`src/rtl/ifu_pkg.sv`:
```
// Shared CPU constants and the instruction-buffer entry type used by the fetch unit.
package ifu_pkg;

    localparam logic [31:0] RESET_PC        = 32'h0000_3000;
    localparam int          IBUF_DEPTH      = 2;
    localparam int          MAX_OUTSTANDING = 2;

    typedef struct packed {
        logic [31:0] pc;
        logic [31:0] instr;
    } ibuf_entry_t;

endpackage

```
`src/rtl/ifu_if.sv`:
```
// Fetch-unit bus: redirect from next-PC, imem request/response, decode-side instruction handshake.
interface ifu_if;

    logic        redirect_valid;
    logic [31:0] redirect_pc;
    logic        imem_req_valid;
    logic [31:0] imem_req_addr;
    logic        imem_req_ready;
    logic        imem_rsp_valid;
    logic [31:0] imem_rsp_data;
    logic        instr_valid;
    logic [31:0] instr;
    logic [31:0] instr_pc;
    logic        instr_ready;

    modport master (
        input  redirect_valid, redirect_pc, imem_req_ready, imem_rsp_valid, imem_rsp_data, instr_ready,
        output imem_req_valid, imem_req_addr, instr_valid, instr, instr_pc
    );

    modport slave (
        output redirect_valid, redirect_pc, imem_req_ready, imem_rsp_valid, imem_rsp_data, instr_ready,
        input  imem_req_valid, imem_req_addr, instr_valid, instr, instr_pc
    );

endinterface

```
`src/rtl/ifu_buf.sv`:
```
// In-order {pc, instr} FIFO between imem responses and decode; flush wins over push/pop.
module ifu_buf
    import ifu_pkg::*;
(
    input  logic        clk,
    input  logic        reset,
    input  logic        i_flush,
    input  logic        i_push,
    input  ibuf_entry_t i_push_data,
    input  logic        i_pop,
    output logic [1:0]  o_count,
    output ibuf_entry_t o_head
);

    localparam int PTR_W = $clog2(IBUF_DEPTH);

    ibuf_entry_t        r_mem [IBUF_DEPTH];
    logic [PTR_W-1:0]   r_wp;
    logic [PTR_W-1:0]   r_rp;
    logic [1:0]         r_count;
    logic               w_pop;

    assign w_pop   = i_pop && (r_count != 2'd0);
    assign o_count = r_count;
    assign o_head  = r_mem[r_rp];

    always_ff @(posedge clk or negedge reset) begin
        if (!reset) begin
            r_wp    <= '0;
            r_rp    <= '0;
            r_count <= 2'd0;
            for (int i = 0; i < IBUF_DEPTH; i++) r_mem[i] <= '0;
        end else if (i_flush) begin
            r_wp    <= '0;
            r_rp    <= '0;
            r_count <= 2'd0;
        end else begin
            if (i_push) begin
                r_mem[r_wp] <= i_push_data;
                r_wp        <= r_wp + PTR_W'(1);
            end
            if (w_pop) r_rp <= r_rp + PTR_W'(1);
            r_count <= r_count + {1'b0, i_push} - {1'b0, w_pop};
        end
    end

endmodule

```
`src/rtl/ifu.sv`:
```
// Instruction fetch unit: issues word fetches, tags in-order responses with their PC,
// buffers two instructions for decode and squashes stale fetches on a redirect.
module ifu
    import ifu_pkg::*;
(
    input  logic  clk,
    input  logic  reset,
    ifu_if.master bus
);

    localparam int TAG_W = $clog2(MAX_OUTSTANDING);

    logic [31:0]      r_pc;
    logic [1:0]       r_out;
    logic [1:0]       r_disc;
    logic [31:0]      r_ipc [MAX_OUTSTANDING];
    logic [TAG_W-1:0] r_iwp;
    logic [TAG_W-1:0] r_irp;

    logic             w_accept;
    logic             w_rsp;
    logic             w_push;
    logic             w_pop;
    logic [1:0]       w_count;
    logic [31:0]      w_target;
    ibuf_entry_t      w_head;
    ibuf_entry_t      w_push_data;

    // Outstanding fetches reserve buffer slots, so a response always has room.
    assign bus.imem_req_valid = reset && !bus.redirect_valid &&
                                (({1'b0, r_out} + {1'b0, w_count}) < 3'(IBUF_DEPTH));
    assign bus.imem_req_addr  = r_pc;

    assign w_accept = bus.imem_req_valid && bus.imem_req_ready;
    assign w_rsp    = bus.imem_rsp_valid && (r_out != 2'd0);
    assign w_push   = w_rsp && (r_disc == 2'd0) && !bus.redirect_valid;
    assign w_pop    = bus.instr_valid && bus.instr_ready;
    assign w_target = bus.redirect_pc & 32'hFFFF_FFFC;

    assign w_push_data.pc    = r_ipc[r_irp];
    assign w_push_data.instr = bus.imem_rsp_data;

    assign bus.instr_valid = (w_count != 2'd0);
    assign bus.instr       = w_head.instr;
    assign bus.instr_pc    = w_head.pc;

    always_ff @(posedge clk or negedge reset) begin
        if (!reset) begin
            r_pc   <= RESET_PC;
            r_out  <= 2'd0;
            r_disc <= 2'd0;
            r_iwp  <= '0;
            r_irp  <= '0;
            for (int i = 0; i < MAX_OUTSTANDING; i++) r_ipc[i] <= '0;
        end else begin
            if (bus.redirect_valid) r_pc <= w_target;
            else if (w_accept)      r_pc <= r_pc + 32'd4;

            r_out <= r_out + {1'b0, w_accept} - {1'b0, w_rsp};

            // Everything still in flight after this cycle belongs to the old path.
            if (bus.redirect_valid)              r_disc <= r_out - {1'b0, w_rsp};
            else if (w_rsp && r_disc != 2'd0)    r_disc <= r_disc - 2'd1;

            if (w_accept) begin
                r_ipc[r_iwp] <= r_pc;
                r_iwp        <= r_iwp + TAG_W'(1);
            end
            if (w_rsp) r_irp <= r_irp + TAG_W'(1);
        end
    end

    ifu_buf u_buf (
        .clk         (clk),
        .reset       (reset),
        .i_flush     (bus.redirect_valid),
        .i_push      (w_push),
        .i_push_data (w_push_data),
        .i_pop       (w_pop),
        .o_count     (w_count),
        .o_head      (w_head)
    );

endmodule

```
`src/flat_wrapper.sv`:
```
// flat-port wrapper written by rule: the top's interface ports become plain ports
module ifu_flat import ifu_pkg::*;
  (clk, reset, bus_redirect_valid, bus_redirect_pc, bus_imem_req_ready, bus_imem_rsp_valid, bus_imem_rsp_data, bus_instr_ready, bus_imem_req_valid, bus_imem_req_addr, bus_instr_valid, bus_instr, bus_instr_pc);
  ifu_if bus_i ();
  input  logic clk;
  input  logic reset;
  input wire logic [$bits(bus_i.redirect_valid)-1:0] bus_redirect_valid;
  input wire logic [$bits(bus_i.redirect_pc)-1:0] bus_redirect_pc;
  input wire logic [$bits(bus_i.imem_req_ready)-1:0] bus_imem_req_ready;
  input wire logic [$bits(bus_i.imem_rsp_valid)-1:0] bus_imem_rsp_valid;
  input wire logic [$bits(bus_i.imem_rsp_data)-1:0] bus_imem_rsp_data;
  input wire logic [$bits(bus_i.instr_ready)-1:0] bus_instr_ready;
  output wire logic [$bits(bus_i.imem_req_valid)-1:0] bus_imem_req_valid;
  output wire logic [$bits(bus_i.imem_req_addr)-1:0] bus_imem_req_addr;
  output wire logic [$bits(bus_i.instr_valid)-1:0] bus_instr_valid;
  output wire logic [$bits(bus_i.instr)-1:0] bus_instr;
  output wire logic [$bits(bus_i.instr_pc)-1:0] bus_instr_pc;
  assign bus_i.redirect_valid = bus_redirect_valid;
  assign bus_i.redirect_pc = bus_redirect_pc;
  assign bus_i.imem_req_ready = bus_imem_req_ready;
  assign bus_i.imem_rsp_valid = bus_imem_rsp_valid;
  assign bus_i.imem_rsp_data = bus_imem_rsp_data;
  assign bus_i.instr_ready = bus_instr_ready;
  assign bus_imem_req_valid = bus_i.imem_req_valid;
  assign bus_imem_req_addr = bus_i.imem_req_addr;
  assign bus_instr_valid = bus_i.instr_valid;
  assign bus_instr = bus_i.instr;
  assign bus_instr_pc = bus_i.instr_pc;
  ifu u_core (.clk(clk), .reset(reset), .bus(bus_i));
endmodule
```
`config.mk`:
```
export PLATFORM = sky130hd
export DESIGN_NAME = ifu_flat
export DESIGN_NICKNAME = d
export VERILOG_FILES = /design/src/rtl/ifu_pkg.sv /design/src/rtl/ifu_if.sv /design/src/rtl/ifu_buf.sv /design/src/rtl/ifu.sv /design/src/flat_wrapper.sv
export SDC_FILE = /design/constraint.sdc
export NUM_CORES = 1
export LEC_CHECK = 0
export CAP_MARGIN = 20
export CORE_MARGIN = 3
export CORE_UTILIZATION = 35
export CTS_CLUSTER_DIAMETER = 200
export DETAILED_ROUTE_END_ITERATION = 10
export PLACE_DENSITY = 0.65
export SLEW_MARGIN = 30
export SYNTH_ARGS = -nofsm -noshare
export SYNTH_HDL_FRONTEND = slang
export SYNTH_HIERARCHICAL = 1
export SYNTH_SLANG_ARGS = --single-unit
```
`constraint.sdc`:
```
create_clock -name clk -period 3.05 [get_ports clk]
set_input_delay 0.305 -clock clk [delete_from_list [all_inputs] [get_ports clk]]
set_output_delay 0.305 -clock clk [all_outputs]
set_load 0.02 [all_outputs]
```
After elaboration in Yosys (flattened, before gate mapping)
Cells that the tools add are included.
{"block": "op_classes", "mux": 21, "n_bitwise": 5, "n_reduce_logical": 21, "n_addsub": 12, "magnitude_cmp": 7}
{"operator": "$mux W64", "count": 4}
{"operator": "$mux W32", "count": 6}
{"operator": "$bwmux W128", "count": 1}
{"operator": "$bwmux W64", "count": 1}
{"operator": "$demux W64 S1", "count": 1}
{"operator": "$add A32 B3 Y32 const B", "count": 1}
{"operator": "$demux W32 S1", "count": 1}
{"operator": "$reduce_bool A2 Y1", "count": 7}
{"operator": "$logic_and A1 B1 Y1", "count": 11}
{"operator": "$ge A2 B2 Y1 const B", "count": 4}
{"operator": "$not A1 Y2", "count": 4}
{"operator": "$mux W2", "count": 3}
{"operator": "$sub A2 B1 Y2", "count": 3}
{"operator": "$add A1 B1 Y1 const B", "count": 4}
{"operator": "$add A2 B1 Y2", "count": 2}
{"operator": "$lt A2 B1 Y1 const B", "count": 2}
{"operator": "$mux W1", "count": 4}
{"operator": "$add A2 B2 Y3", "count": 1}
{"operator": "$lt A3 B2 Y1 const B", "count": 1}
{"operator": "$logic_not A2 Y1", "count": 1}
{"operator": "$reduce_and A2 Y1", "count": 1}
{"operator": "$sub A2 B1 Y2 const B", "count": 1}
{"operator": "$logic_not A1 Y1", "count": 1}
{"operator": "$not A1 Y1", "count": 1}
{"block": "word_totals", "out_inout_bits": 98, "reg_bits": 234, "word_cells": 80, "in_bits": 70}

Depth between registers and ports, before layout
Gate-level depths: netlist of run 1.
{"block": "logic_depth", "word_depth": 7, "depth_mapped": 9, "mapped_depth_nobuf": 9}

Hierarchy
Netlist of run 1, hierarchy kept.
{"mod": "ifu_buf", "seq_area_each_um2": 3303.2, "cells_per_inst": 360, "n_inst": 1, "area_per_inst_um2": 6067.1}
{"mod": "ifu", "seq_area_each_um2": 2404.8, "cells_per_inst": 413, "n_inst": 1, "area_per_inst_um2": 4743.3}

Worst setup path after synthesis of run 1
No wires, ideal clock.
{"block": "synth_path", "path_type": "register to register", "startpoint": "register u_core.r_out[0]", "endpoint": "register u_core/r_ipc[34] in the netlist's numbering", "path_slack_ps": 169, "synth_period_minus_slack_ps": 2881, "stages_incl_launch_ff": 9, "arrival_time_ps": 2756, "t_required_ps": 2925, "setup_ps": 125, "n_path_buf": 2, "path_cell_list": "dfrtp_1 -> and2_1 -> fa_1 -> nor4b_2 -> nand2_1 -> or2_1 -> clkbuf_1 -> buf_1 -> mux2_2"}
{"block": "synth_via", "elab_chain_len": 4}
{"element": "from (decl)", "line_no": "ifu.sv:14", "rtl": "logic [1:0] r_out;"}
{"element": "from (signal assigned)", "line_no": "ifu.sv:59", "rtl": "r_out <= r_out + {1'b0, w_accept} - {1'b0, w_rsp};"}
{"element": "$add A2 B2 Y3", "line_no": "ifu.sv:31", "rtl": "(({1'b0, r_out} + {1'b0, w_count}) < 3'(IBUF_DEPTH));"}
{"element": "$lt A3 B2 Y1", "line_no": "ifu.sv:31"}
{"element": "$logic_and A1 B1 Y1", "line_no": "ifu.sv:30", "rtl": "assign bus.imem_req_valid = reset && !bus.redirect_valid &&"}
{"element": "named net bus_imem_req_valid", "line_no": "flat_wrapper.sv:13", "rtl": "output wire logic [$bits(bus_i.imem_req_valid)-1:0] bus_imem_req_valid;"}
{"element": "$logic_and A1 B1 Y1", "line_no": "ifu.sv:34", "rtl": "assign w_accept = bus.imem_req_valid && bus.imem_req_ready;"}
{"element": "to (signal, indexed assignment)", "line_no": "ifu.sv:66", "rtl": "r_ipc[r_iwp] <= r_pc;"}
{"element": "to (decl)", "line_no": "ifu.sv:16", "rtl": "logic [31:0] r_ipc [MAX_OUTSTANDING];"}
The timed path passes the listed nets, and every way through them passes these cells.
A chain may end at the register's enable or synchronous reset.

Worst setup path after layout of run 1
{"block": "layout_path", "startpoint": "register u_core.r_out[0]", "endpoint": "register u_core.r_pc[24] (netlist: u_core/bus.imem_req_addr[24])"}
{"block": "layout_via", "elab_chain_len": 5}
{"element": "$add A2 B2 Y3", "line_no": "ifu.sv:31"}
{"element": "$lt A3 B2 Y1", "line_no": "ifu.sv:31"}
{"element": "$logic_and A1 B1 Y1", "line_no": "ifu.sv:30"}
{"element": "$logic_and A1 B1 Y1", "line_no": "ifu.sv:34"}
{"element": "$reduce_bool A2 Y1 (no line)"}
{"element": "to (signal assigned)", "line_no": "ifu.sv:56", "rtl": "if (bus.redirect_valid) r_pc <= w_target;"}
{"element": "to (signal assigned)", "line_no": "ifu.sv:57", "rtl": "else if (w_accept) r_pc <= r_pc + 32'd4;"}
{"element": "to (decl)", "line_no": "ifu.sv:13", "rtl": "logic [31:0] r_pc;"}
Every way passes these cells.

==> results of run 1 <==
worst max-delay path: cells and delay by family (launching register included):
kind | cells | cell delay, ps
AO/OA/AOI/OAI | 1 | 170
adder cells (fa/ha/maj) | 1 | 480
flip-flops | 1 | 400
AND/OR/NAND/NOR | 4 | 1690
what timing repair did:
action | in CTS | in global routing
gates resized for setup | 1 | 1
hold buffers | 1 | 0
setup endpoints to repair | 11 | 1
buffers inserted | 0 | 0
pin swaps | 0 | 0
hold endpoints to repair | 7 | 0
kinds of logic (layout without fill, tap and decap cells):
family                     count (synthesis)  after routing  synth area share, %
AOI/OAI and AO/OA                         55             55                 3.23
xor gates and xnor gates                  17             17                 1.50
adders and majority gates                  8              8                0.995
buffers and inverters                     60            240                 3.75
DFF                                      228            228                 52.8
muxes                                    281            281                 31.3
other                                      1              6               0.0347
and+or+nand+nor                          123            123                 6.34
final timing paths:
kind	start	end	slack, ps	depth (start not counted)
min reg2reg	u_core/r_ipc[30]$_DFFE_PN0P_	u_core/r_ipc[30]$_DFFE_PN0P_	480	2
max in group asynchronous	reset	u_core/u_buf/r_mem[92]$_DFFE_PN0P_	1090	5
max reg2reg	u_core/r_out[0]$_DFF_PN0_	u_core/bus.imem_req_addr[24]$_DFFE_PN0P_	220	6
min in group clk	bus_redirect_pc[13]	u_core/bus.imem_req_addr[13]$_DFFE_PN1P_	330	3
max	u_core/r_out[0]$_DFF_PN0_	u_core/bus.imem_req_addr[24]$_DFFE_PN0P_	220	6
min	reset	u_core/bus.imem_req_addr[30]$_DFFE_PN0P_	180	2
registers in the layout, summed over array words and instances, names as in the netlist:
register                  count
u_core/u_buf/r_rp             1
u_core/r_irp                  1
u_core/bus.imem_req_addr     30
u_core/r_disc                 2
u_core/u_buf/r_wp             1
u_core/u_buf/r_mem          128
u_core/r_ipc                 60
u_core/u_buf/o_count          2
u_core/r_out                  2
u_core/r_iwp                  1
cell type report:
class | count | area, µm²
Fill cell | 2707 | 16300
Inverter | 11 | 41.3
Multi-Input combinational cell | 490 | 4720
Tap cell | 390 | 488
Sequential cell | 228 | 5710
Clock inverter | 4 | 75.1
Clock buffer | 40 | 785
Timing Repair Buffer | 185 | 1880
power by group through the flow:
stage / Combinational (mW) / Clock (mW) / Sequential, mW
CTS: 4.04 / 3.24 / 4.56
detailed placement: 4.01 / 0 / 4.60
finish: 3.99 / 3.12 / 4.56
global placement: 3.96 / 0 / 4.56
floorplan: 2.58 / 0 / 4.46
global route: 4.29 / 3.38 / 4.69
cells in the mapped netlist, types with 2 or more instances:
cell and number:
a31oi_1 13, and2_1 2, and2b_2 2, and3_1 3, and4_1 2, buf_1 6
buf_12 6, buf_2 12, buf_4 2, buf_6 8, clkbuf_1 15, dfrtp_1 226
dfstp_2 2, ha_1 7, inv_1 10, mux2_1 5, mux2_2 215, mux2_4 60
nand2_1 30, nand3_1 14, nand3b_1 2, nand4_1 12, nor2_1 18, nor3_1 3
nor4_1 3, o211ai_1 5, o21a_1 2, o21ai_0 22, o311ai_0 2, o31ai_1 7
or2_2 4, or3_1 6, or4_1 17, xnor2_1 9, xor2_1 7
layout by cell type, fill, tap and decap left out, types with 3 or more instances in the layout:
| cell type | n |
|---|---|
| dfrtp_1 | 225 |
| a31oi_1 | 13 |
| nor2_1 | 18 |
| buf_4 | 16 |
| clkbuf_1 | 7 |
| clkdlybuf4s50_1 | 161 |
| mux2_1 | 5 |
| ha_1 | 7 |
| nand2_1 | 30 |
| inv_1 | 10 |
| and3_1 | 3 |
| o21ai_0 | 22 |
| o211ai_1 | 5 |
| xnor2_1 | 9 |
| buf_12 | 4 |
| mux2_2 | 215 |
| nor4_1 | 3 |
| mux2_4 | 60 |
| nand4_1 | 12 |
| nand3_1 | 14 |
| or4_1 | 17 |
| conb_1 | 6 |
| o31ai_1 | 7 |
| or2_2 | 4 |
| nor3_1 | 3 |
| or3_1 | 6 |
| clkbuf_16 | 27 |
| xor2_1 | 7 |
| clkbuf_8 | 6 |
per-layer routing:
metal / track usage (%) / part of all wire (%) / wire, µm
met5: 0 / 0 / 0
met2: 22.5 / 43 / 10800
met1: 21.9 / 48 / 12100
met3: 3.37 / 6.5 / 1630
met4: 3.32 / 1.9 / 478
through the flow:
stage / instance area (µm²) / hold WS [ps]
floorplan: 10800 / 9.41
global placement: 12800 / 120
global route: 13700 / 173
detailed placement: 12800 / 119
finish: 13700 / 185
CTS: 13700 / 163
==> impl_metrics.yaml, run 1 <==
synthesis:
  synth_cells: 773
  avgSynthCellArea_um2: 14.0
  synth.area.top_cells: "dfrtp_1, mux2_2, mux2_4"
  synthArstFlopShare_pct: 100
  synth_area_um2: 10800
  ys_types: 49
  ys_seq_area_share_pct: 52.8
  ys_ff_latch: 228
  ys.warnings.count: 6
  synth_top_area_share_pct: 52.3
  synth-edff-count: 0
  synth_area_leader_cell: "dfrtp_1"
  synthFlopType: "dfrtp_1"
route:
  postRouteAntennaNets: 0
  routed_wl_um: 25000
  drc: 0
  via_count: 6767
  vias_per_cell: 5.02
  firstDrtPassIters: 5
  wl_per_cell_um: 18.5
  drt-initial-drc-count: 330
die:
  start_util_pct: 36.0
  chipWidth_um: 182
  ioPinCount: 168
  design.core.area_um2: 30000
  die_h_um: 182
  die_area_um2: 33000
  fp-row-count: 63
power:
  clock_power_share_pct: 26.7
  switching_share_pct: 29.6
  pwr-share-comb_pct: 34.2
  p_leak_nw: 6.14
  power_mw: 11.7
  powerDensity_nw_per_um2: 851
  vdd_ir_drop_max_mv: 0.368
  net-switching-power_mw: 3.45
  p_seq_share_pct: 39.1
  internal-power_mw: 8.21
grt:
  grt_antenna_before_repair: 0
  grt_max_degree: 168
  grt_pass1_vias: 7054
  grt_usage_pct: 14.9
  grt-ovfl-total: 0
  grt_pass1_wl_um: 40200
worst_setup_path:
  cp_max_fo: 10
  critical_path_required_ps: 3490
  critical_path_class: "flop to flop"
  path_cells: "and2_1, fa_1, nand4bb_1, or4_1, or4_1, a31oi_1"
  crit_top_cell: "or4_1"
  crit_path_end_kind: "flop"
  critPathMaxStageDelay_ps: 740
  worst_path_max_delay_cell: "or4_1"
  arrival_ps: 3270
  start_kind: "flop"
cts:
  cts_tree: "built"
  cts_root_buffer: "clkbuf_16"
  cts_buffers: 26
  clkLatencyLatePin_ps: 520
  cts.sinks: 228
  cts.clk_slew.worst_paths_ps: 60
  clockBufferDepth: 3
  htreeDepth: 1
sta:
  setup_tns_ps: 0
  setup_viol_count_final: 0
  clock.fmax_mhz: 353
  period_needed_ps: 2830
  hold_violations: 0
  rsz0062_at_grt: "no"
  period_share_pct: 92.8
  maxSlewHeadroom_pct: 52.1
  tightestPinTransition_ps: 719
  finalClockSkew_ps: 9.19
  setup_slack_ps: 220
  drv_slew: 0
final_layout:
  nets: 1020
  insertedDiodeCount: 0
  drive_gt1_share_pct: 36.1
  syn_to_final_growth_pct: 26.7
  fin_util_pct: 45.6
  stdcell_count: 1348
worst_hold_path:
  hold_class: "input pin to async pin"
placement:
  io_buffers: 163
  place_ws_ps: 246
  hpwl_um: 16300
  gp_congestion: 0.817
  dp.cells: 1302
run:
  maxCapViolCount: 0
outcome:
  status: "finished, final reports clean"
(Power assumes the default switching activity.)
==> run 2, diff against run 1 <==
CTS_BUF_LIST = sky130_fd_sc_hd__clkbuf_16   (was default)
PLACE_DENSITY = 0.67   (was 0.65)
clock period = 2.3 ns   (was 3.05 ns; I/O delays follow)
==> run 2 against run 1 <==
  * Worst hold slack lost 88 ps
  * Highest routed layer unchanged
  * Non-clock buffer count grew 64
  * Critical path type unchanged
  * Die area is the same
  * Via count grew 6.4%
  * The flow now finishes with violations (setup timing)
==> impl_metrics.yaml, run 2 (synthesized netlist as in run 1, its figures left out) <==
worst_setup_path:
  arrival_ps: 2940
  r2r_slack_ps: -190
  critPathMaxStageDelay_ps: 450
  crit_path_end_kind: "flop"
  cp_num_buf_inv: 3
  path_cells: "and2_4, fa_2, buf_6, nor4bb_1, buf_4, nand4_1, buf_4, or3_1, a31oi_1"
  critical_path_required_ps: 2750
  crit_top_cell: "buf_4"
  crit_family: "simple AND/OR/NAND/NOR gates"
  worst_path_max_delay_cell: "fa_2"
  cp_max_fo: 3
  start_kind: "flop"
  critical_path_class: "flop to flop"
cts:
  cts.clk_slew.worst_paths_ps: 60
  cts_root_buffer: "clkbuf_16"
  cts.sinks: 228
  cts_buffers: 27
  htreeDepth: 1
  clockBufferDepth: 3
  clkLatencyLatePin_ps: 530
  cts_tree: "built"
route:
  via_count: 7198
  drt-initial-drc-count: 469
  firstDrtPassIters: 5
  wl_per_cell_um: 19.8
  vias_per_cell: 5.08
  postRouteAntennaNets: 0
  drc: 0
  routed_wl_um: 28100
final_layout:
  final_common_cell: "dfrtp_1"
  fin_util_pct: 48.5
  nets: 1085
  final_cell_area_um2: 14600
  drive_gt1_share_pct: 45.4
  stdcell_count: 1417
  insertedDiodeCount: 0
  final_cell_mix: "dfrtp_1, mux2_2, clkdlybuf4s50_1"
  top_register: "u_core/u_buf/r_mem"
  syn_to_final_growth_pct: 34.9
  largest_reg_flops: 128
grt:
  grt_pass1_vias: 7533
  grt_antenna_before_repair: 0
  grt-ovfl-total: 0
  grt_pass1_wl_um: 43400
  grt_max_degree: 142
  grt_usage_pct: 16.3
power:
  powerDensity_nw_per_um2: 1070
  p_leak_nw: 6.82
  vdd_ir_drop_max_mv: 0.520
outcome:
  violations: "setup timing"
  status: "finished with violations"
sta:
  clock.fmax_mhz: 401
  period_needed_ps: 2490
  rsz0062_at_grt: "yes"
  setup_slack_ps: -194
  hold_violations: 0
  tightestPinTransition_ps: 777
  maxSlewHeadroom_pct: 48.2
  fin_hold_ws_ps: 96.3
  setup_viol_count_final: 76
  finalClockSkew_ps: 7.41
  period_share_pct: 108
  drv_slew: 0
placement:
  dp.cells: 1342
  hpwl_um: 18000
  gp_congestion: 0.812
  postPlaceCellArea_um2: 13200
  io_buffers: 163
  place_ws_ps: -297
die:
  start_util_pct: 36.0
  design.core.area_um2: 30000
  fp-row-count: 63
  die_area_um2: 33000
  ioPinCount: 168
  die_h_um: 182
  chipWidth_um: 182
run:
  maxCapViolCount: 0
worst_hold_path:
  hold_class: "input pin to async pin"
==> run 2: cell count changes in the layout (fill, tap and decap cells not counted), sizes merged <==
| cell | delta |
|---|---|
| buf | +67 |
| bufbuf | +2 |
| bufinv | +1 |
| clkbuf | -4 |
| clkdlybuf4s15 | +10 |
| clkdlybuf4s50 | -64 |
| clkinv | +12 |
| dlygate4sd2 | +37 |
| dlymetal6s2s | +3 |
| inv | +5 |
==> run 2: power by group <==
part / switching, mW / internal (mW) / total (mW)
logic: 2.48 / 2.98 / 5.46
registers: 0.691 / 5.31 / 6.00
clock network: 1.72 / 2.47 / 4.19
total: 4.89 / 10.8 / 15.7
==> run 2: area by class of cell <==
class | count | area (µm²)
Sequential cell | 228 | 5710
Clock buffer | 27 | 676
Timing Repair Buffer | 249 | 2580
Tap cell | 390 | 488
Inverter | 11 | 41.3
Multi-Input combinational cell | 490 | 4890
Fill cell | 2663 | 15500
Clock inverter | 22 | 193
==> run 2: path summary, 6_finish.rpt <==
| path | cells after the start | to | from |
|---|---|---|---|
| worst max-delay path | 9 | u_core/bus.imem_req_addr[15]$_DFFE_PN0P_ | u_core/u_buf/o_count[0]$_DFF_PN0_ |
| worst min-delay path | 2 | u_core/bus.imem_req_addr[26]$_DFFE_PN0P_ | reset |
| worst max register to register | 9 | u_core/bus.imem_req_addr[15]$_DFFE_PN0P_ | u_core/u_buf/o_count[0]$_DFF_PN0_ |
| worst min register to register | 1 | u_core/u_buf/r_mem[104]$_DFFE_PN0P_ | u_core/u_buf/r_mem[104]$_DFFE_PN0P_ |
| max in group asynchronous | 3 | u_core/r_ipc[6]$_DFFE_PN0P_ | reset |
| min in group clk | 3 | u_core/bus.imem_req_addr[12]$_DFFE_PN1P_ | bus_redirect_pc[12] |
==> run 2: per-stage QoR <==
stage / total power [mW] / setup TNS [ps]
2_1_floorplan: 9.37 / -13050
3_3_place_gp: 11.5 / -5650
3_5_place_dp: 11.7 / -8780
4_1_cts: 15.8 / -9700
5_1_grt: 16.6 / -13490
6_report: 15.7 / -9300
==> run 2: timing repair <==
item,CTS,global route
pin swaps,7,17
gates resized for setup,119,58
gates cloned,6,2
hold buffers,1,0
setup endpoints to repair,143,114
hold endpoints to repair,156,0
buffers inserted,13,6
==> run 2: per-layer routing <==
metal / routed length (µm) / global-route usage (%) / share of wire [%]
met4: 707 / 4.20 / 2.5
met5: 0 / 0 / 0
met2: 12900 / 25.7 / 46
met1: 12500 / 22.9 / 45
met3: 1920 / 3.37 / 6.8
